<file path="src/rtl/pwm_peripheral.sv">
// Register decode and 16-pin PWM output stage driven by the SPI peripheral's
// two transaction bytes; each pin is off, statically on, or PWM-modulated.
module pwm_peripheral #(
    parameter int unsigned CLK_DIV  = 13,
    parameter int unsigned MAX_ADDR = 4
) (
    input  logic       clk,
    input  logic       rst,
    input  logic [7:0] cfg_lo,
    input  logic [7:0] cfg_hi,
    output logic [7:0] uo_out,
    output logic [7:0] uio_out,
    output logic       pwm_tick
);

    localparam int unsigned BYTE_W = 8;
    localparam int unsigned ADDR_W = 7;
    localparam int unsigned PIN_W  = 16;
    localparam int unsigned CNT_W  = 8;
    localparam int unsigned PRE_W  = 8;

    localparam logic [PRE_W-1:0]  PRE_LAST = PRE_W'(CLK_DIV - 1);
    localparam logic [ADDR_W-1:0] MAX_A    = ADDR_W'(MAX_ADDR);
    localparam logic [CNT_W-1:0]  CNT_LAST = '1;

    localparam logic [ADDR_W-1:0] A_EN_OUT_LO = ADDR_W'(0);
    localparam logic [ADDR_W-1:0] A_EN_OUT_HI = ADDR_W'(1);
    localparam logic [ADDR_W-1:0] A_EN_PWM_LO = ADDR_W'(2);
    localparam logic [ADDR_W-1:0] A_EN_PWM_HI = ADDR_W'(3);
    localparam logic [ADDR_W-1:0] A_DUTY      = ADDR_W'(4);

    // SPI transaction as seen on the two bytes
    typedef struct packed {
        logic [BYTE_W-1:0] data;
        logic [ADDR_W-1:0] addr;
        logic              wr_flag;
    } cfg_t;

    cfg_t              cfg_c;
    cfg_t              prev_cfg;
    logic              wr_c;

    logic [BYTE_W-1:0] en_out_lo;
    logic [BYTE_W-1:0] en_out_hi;
    logic [BYTE_W-1:0] en_pwm_lo;
    logic [BYTE_W-1:0] en_pwm_hi;
    logic [BYTE_W-1:0] duty;
    logic [BYTE_W-1:0] duty_act;

    logic [PRE_W-1:0]  pre_cnt;
    logic [CNT_W-1:0]  pwm_cnt;
    logic              step_c;
    logic              wrap_c;
    logic              level_c;
    logic [PIN_W-1:0]  pin_c;

    assign cfg_c = {cfg_hi, cfg_lo};

    // A write is any change of the byte pair that carries a valid write request
    assign wr_c = (cfg_c != prev_cfg) && cfg_c.wr_flag && (cfg_c.addr <= MAX_A);

    always_ff @(posedge clk) begin
        if (rst) begin
            prev_cfg <= '0;
        end else begin
            prev_cfg <= cfg_c;
        end
    end

    // Control register file
    always_ff @(posedge clk) begin
        if (rst) begin
            en_out_lo <= '0;
            en_out_hi <= '0;
            en_pwm_lo <= '0;
            en_pwm_hi <= '0;
            duty      <= '0;
        end else if (wr_c) begin
            case (cfg_c.addr)
                A_EN_OUT_LO: en_out_lo <= cfg_c.data;
                A_EN_OUT_HI: en_out_hi <= cfg_c.data;
                A_EN_PWM_LO: en_pwm_lo <= cfg_c.data;
                A_EN_PWM_HI: en_pwm_hi <= cfg_c.data;
                A_DUTY:      duty      <= cfg_c.data;
                default: ;
            endcase
        end
    end

    assign step_c = (pre_cnt == PRE_LAST);
    assign wrap_c = step_c && (pwm_cnt == CNT_LAST);

    // Prescaler and PWM period counter
    always_ff @(posedge clk) begin
        if (rst) begin
            pre_cnt <= '0;
            pwm_cnt <= '0;
        end else begin
            if (step_c) begin
                pre_cnt <= '0;
                pwm_cnt <= pwm_cnt + CNT_W'(1);
            end else begin
                pre_cnt <= pre_cnt + PRE_W'(1);
            end
        end
    end

    // Duty shadow only reloads at the period boundary so a period is never torn
    always_ff @(posedge clk) begin
        if (rst) begin
            duty_act <= '0;
            pwm_tick <= 1'b0;
        end else begin
            pwm_tick <= wrap_c;
            if (wrap_c) begin
                duty_act <= duty;
            end
        end
    end

    always_comb begin
        level_c = 1'b0;
        if (duty_act == '0) begin
            level_c = 1'b0;
        end else if (duty_act == '1) begin
            level_c = 1'b1;
        end else begin
            level_c = (pwm_cnt < duty_act);
        end
    end

    assign pin_c = {en_out_hi, en_out_lo}
                 & (~{en_pwm_hi, en_pwm_lo} | {PIN_W{level_c}});

    always_ff @(posedge clk) begin
        if (rst) begin
            uo_out  <= '0;
            uio_out <= '0;
        end else begin
            uo_out  <= pin_c[BYTE_W-1:0];
            uio_out <= pin_c[PIN_W-1:BYTE_W];
        end
    end

endmodule

</file>
<file path="config.mk">
export PLATFORM = sky130hd
export DESIGN_NAME = pwm_peripheral
export DESIGN_NICKNAME = d
export VERILOG_FILES = /design/src/rtl/pwm_peripheral.sv
export SDC_FILE = /design/constraint.sdc
export NUM_CORES = 1
export LEC_CHECK = 0
export CAP_MARGIN = 20
export CORE_MARGIN = 1
export CORE_UTILIZATION = 64
export CTS_BUF_LIST = sky130_fd_sc_hd__clkbuf_2
export DETAILED_ROUTE_END_ITERATION = 8
export PLACE_DENSITY = 0.87
export SYNTH_ARGS = -nofsm -noshare
export SYNTH_HDL_FRONTEND = slang
export SYNTH_SLANG_ARGS = --single-unit
</file>
<file path="constraint.sdc">
create_clock -name clk -period 4.74 [get_ports clk]
set_clock_uncertainty 0.15 [all_clocks]
set_input_delay 0.711 -clock clk [delete_from_list [all_inputs] [get_ports clk]]
set_output_delay 0.711 -clock clk [all_outputs]
set_load 0.1 [all_outputs]
</file>
==> key figures <==
Power
  • Worst vdd ir: 0.233 mV
  • PwrDens: 285 mW/mm²
  • Static leakage: 0.00182 µW

Finish
  • Share of cells above drive strength 1: 6.78%
  • Non-filler cells, final: 503
  • Fillers: 443
  • Area of the multi-input gates: 0.00196 mm²
  • # diodes: 0
  • # nets final: 451
  • Area growth syn-to-layout: 12.4%
  • Sequential Area: 0.00194 mm²

Floorplan
  • Die Y: 81.6 µm
  • Die width: 81.6 µm
  • DIE AREA: 0.00666 mm²
  • # rows: 28
  • Initial Util: 67.4%
  • Area of the core: 0.00603 mm²
  • Num ports: 35

Worst hold path
  • Hold path depth: 3
  • Type of the most critical hold path: in2reg
  • Hold path endpoint: en_pwm_lo[4]
  • Worst Hold Launch: rst

Timing
  • Worst-Margin Slew: 0.988 ns
  • Crit path time final: 2.94 ns
  • Final Hold Violating Endpoints: 0
  • Fmax: 340 MHz
  • Total negative setup slack: 0 ns
  • Slew Limit Fails: 0
  • Period utilisation layout: 62.1%
  • Max-Slew Margin vs Limit: 33.9%
  • Final setup violation count: 0
  • RSZ-0062 raised after global routing: no

GRT
  • First-pass GRT wire length: 12.2 mm
  • Largest net degree at the start of global routing: 76
  • All-Layer GR Usage: 24.4%
  • Global route overflow: 0
  • Vias in the first global route: 2535
  • Initial antenna violation count: 0

Detailed routing
  • Starting DRT DRC Count: 127
  • WL final: 7.48 mm
  • Routed WL per cell: 14.9 µm
  • DRT Pass-1 Iters: 4
  • Final ANT Viol Nets: 0
  • Via count: 2779
  • Vias/cell: 5.52
  • Remaining routing DRC violations: 0

Clock network
  • Clock transition at path regs: 0.25 ns
  • Worst-Skew Late Latency: 0.55 ns
  • # hold bufs at CTS: 0
  • Max Root-Sink Buffers: 2
  • Clock H-tree levels: 3
  • CTS sink cnt: 97
  • Post-CTS setup buffer count: 0
  • Root Buffer Master: clkbuf_2
  • # resized after CTS: 0
  • Total CTS buffers: 9
  • CTS tree: done

Placement
  • Cell count after placement: 485
  • Post-DP HPWL: 5.13 mm
  • Gpl congestion: 0.784
  • # port buffers: 34

Worst setup path
  • CP startpoint kind: register
  • Flop-to-flop setup slack: 2.57 ns
  • Worst path required time: 3.88 ns
  • Worst r2r src: pre_cnt[0]
  • Worst-path fanout max: 1
  • Sum of buffers and inverters on the critical path: 1
  • Capturing point of the worst reg2reg path: duty_act[6]
  • Crit path largest cell delay: 1.14 ns
  • Worst path slowest cell: clkdlybuf4s50_1
  • Crit path kind: reg2out
  • Crit path cell chain: clkdlybuf4s50_1
  • Crit-path leading delay family: buffers and inverters
  • R2r worst-path depth: 7
  • Crit path DAT: 2.08 ns
  • Critical Path End Type: primary output

Run status
  • Run status: finished clean

Run
  • Max cap viols: 0

Synthesis
  • #FFs+latches synth: 97
  • Post-synth top cells: 97 x dfxtp_1, 51 x nand2b_1, 49 x mux2i_1
  • Asr flop ratio synth: 0%
  • Ys flop type: dfxtp_1
  • Yosys cell types: 36
  • Synth Warn #: 0
  • Top post-synthesis cells by area: dfxtp_1 48%, mux2i_1 12%, nand2b_1 7.9%, xnor2_1 4.1%, nor2b_1 3.7%
  • Sequential area share after synthesis: 47.8%
  • Avg Inst Size Synth: 10.4 µm²
  • Area leader, netlist: dfxtp_1
  • Net Count, Synth: 418
  • Mapped Area: 0.00406 mm²
  • Share of the synthesized area in the top cell type: 47.8%
  • Post-synth EDFFs: 0
  • Cells after Synth: 390
  • Most numerous cell in the Yosys netlist: dfxtp_1
[worst max path at each step]
stage | cells after the start | endpoint | startpoint
final | 1 | uo_out[3] | uo_out[3]
after global routing | 1 | uo_out[3] | uo_out[3]
after CTS | 1 | uo_out[3] | uo_out[3]
after detailed placement | 6 | en_out_lo[6] | cfg_lo[3]
after global placement | 6 | en_pwm_lo[7] | cfg_lo[3]
after floorplan | 7 | en_pwm_lo[0] | cfg_lo[3]
[layout make-up]
class	instances	area share, %
flip-flops and latches	97	42.6
well taps	75	2.06
multi-input cells	257	43.0
clock inverters	6	1.29
inverters	19	1.56
repair buffers	39	8.45
clock buffers	10	1.10
[registers in the layout, indices dropped and copies added (netlist names)]
name       cells
duty           8
duty_act       8
en_out_hi      8
en_out_lo      8
en_pwm_hi      8
en_pwm_lo      8
pre_cnt        8
prev_cfg      16
pwm_cnt        8
pwm_tick       1
uio_out        8
uo_out         8
[kinds of logic after synthesis]
| logic type | Yosys count | share of synthesized area [%] |
|---|---|---|
| flops | 97 | 47.8 |
| buf+inv | 36 | 4.10 |
| mux | 49 | 12.1 |
| xor+xnor | 28 | 6.23 |
| compound gates | 24 | 4.69 |
| simple gates | 146 | 22.0 |
| fa+ha+maj | 10 | 3.08 |
[cells in the final DEF, fill, tap and decap left out, types with 4 or more instances in the layout]
| cell type | n |
|---|---|
| a221oi_1 | 16 |
| buf_4 | 4 |
| clkbuf_2 | 10 |
| clkdlybuf4s50_1 | 33 |
| dfxtp_1 | 97 |
| ha_1 | 10 |
| inv_1 | 18 |
| mux2i_1 | 49 |
| nand2_1 | 9 |
| nand2b_1 | 51 |
| nand4_1 | 10 |
| nor2_1 | 29 |
| nor2b_1 | 24 |
| xnor2_1 | 19 |
| xor2_1 | 8 |
[routing by layer]
| layer | wire [µm] | GRT usage [%] | part of all wire (%) | up-vias |
|---|---|---|---|---|
| li1 | - | - | - | 1385 |
| met1 | 3400 | 32.6 | 45 | 1314 |
| met2 | 3570 | 38.4 | 48 | 63 |
| met3 | 331 | 3.67 | 4.4 | 17 |
| met4 | 180 | 12.5 | 2.4 | 0 |
| met5 | 0 | 0 | 0 | - |
[through the flow]
step / setup slack [ns] / total power (µW) / area [µm²] / hold slack (ns) / util, %
6_report: 1.80 / 1300 / 4560 / 0.298 / 75.7
5_1_grt: 1.74 / 1350 / 4560 / 0.285 / 75.7
4_1_cts: 1.76 / 1310 / 4540 / 0.322 / 75.3
3_5_place_dp: 1.45 / 927 / 4430 / 0.307 / 73.5
2_1_floorplan: 2.48 / 898 / 4060 / 0.290 / -
3_3_place_gp: 1.58 / 924 / 4430 / 0.305 / 73.5
[power by group]
part | leakage [µW] | internal (µW) | switching [µW]
registers | 0.000786 | 828 | 6.51
clock network | 0.0000670 | 120 | 267
logic | 0.000968 | 38.5 | 40.0
total | 0.00182 | 987 | 313
No activity file was read; power rests on OpenSTA's default activity.
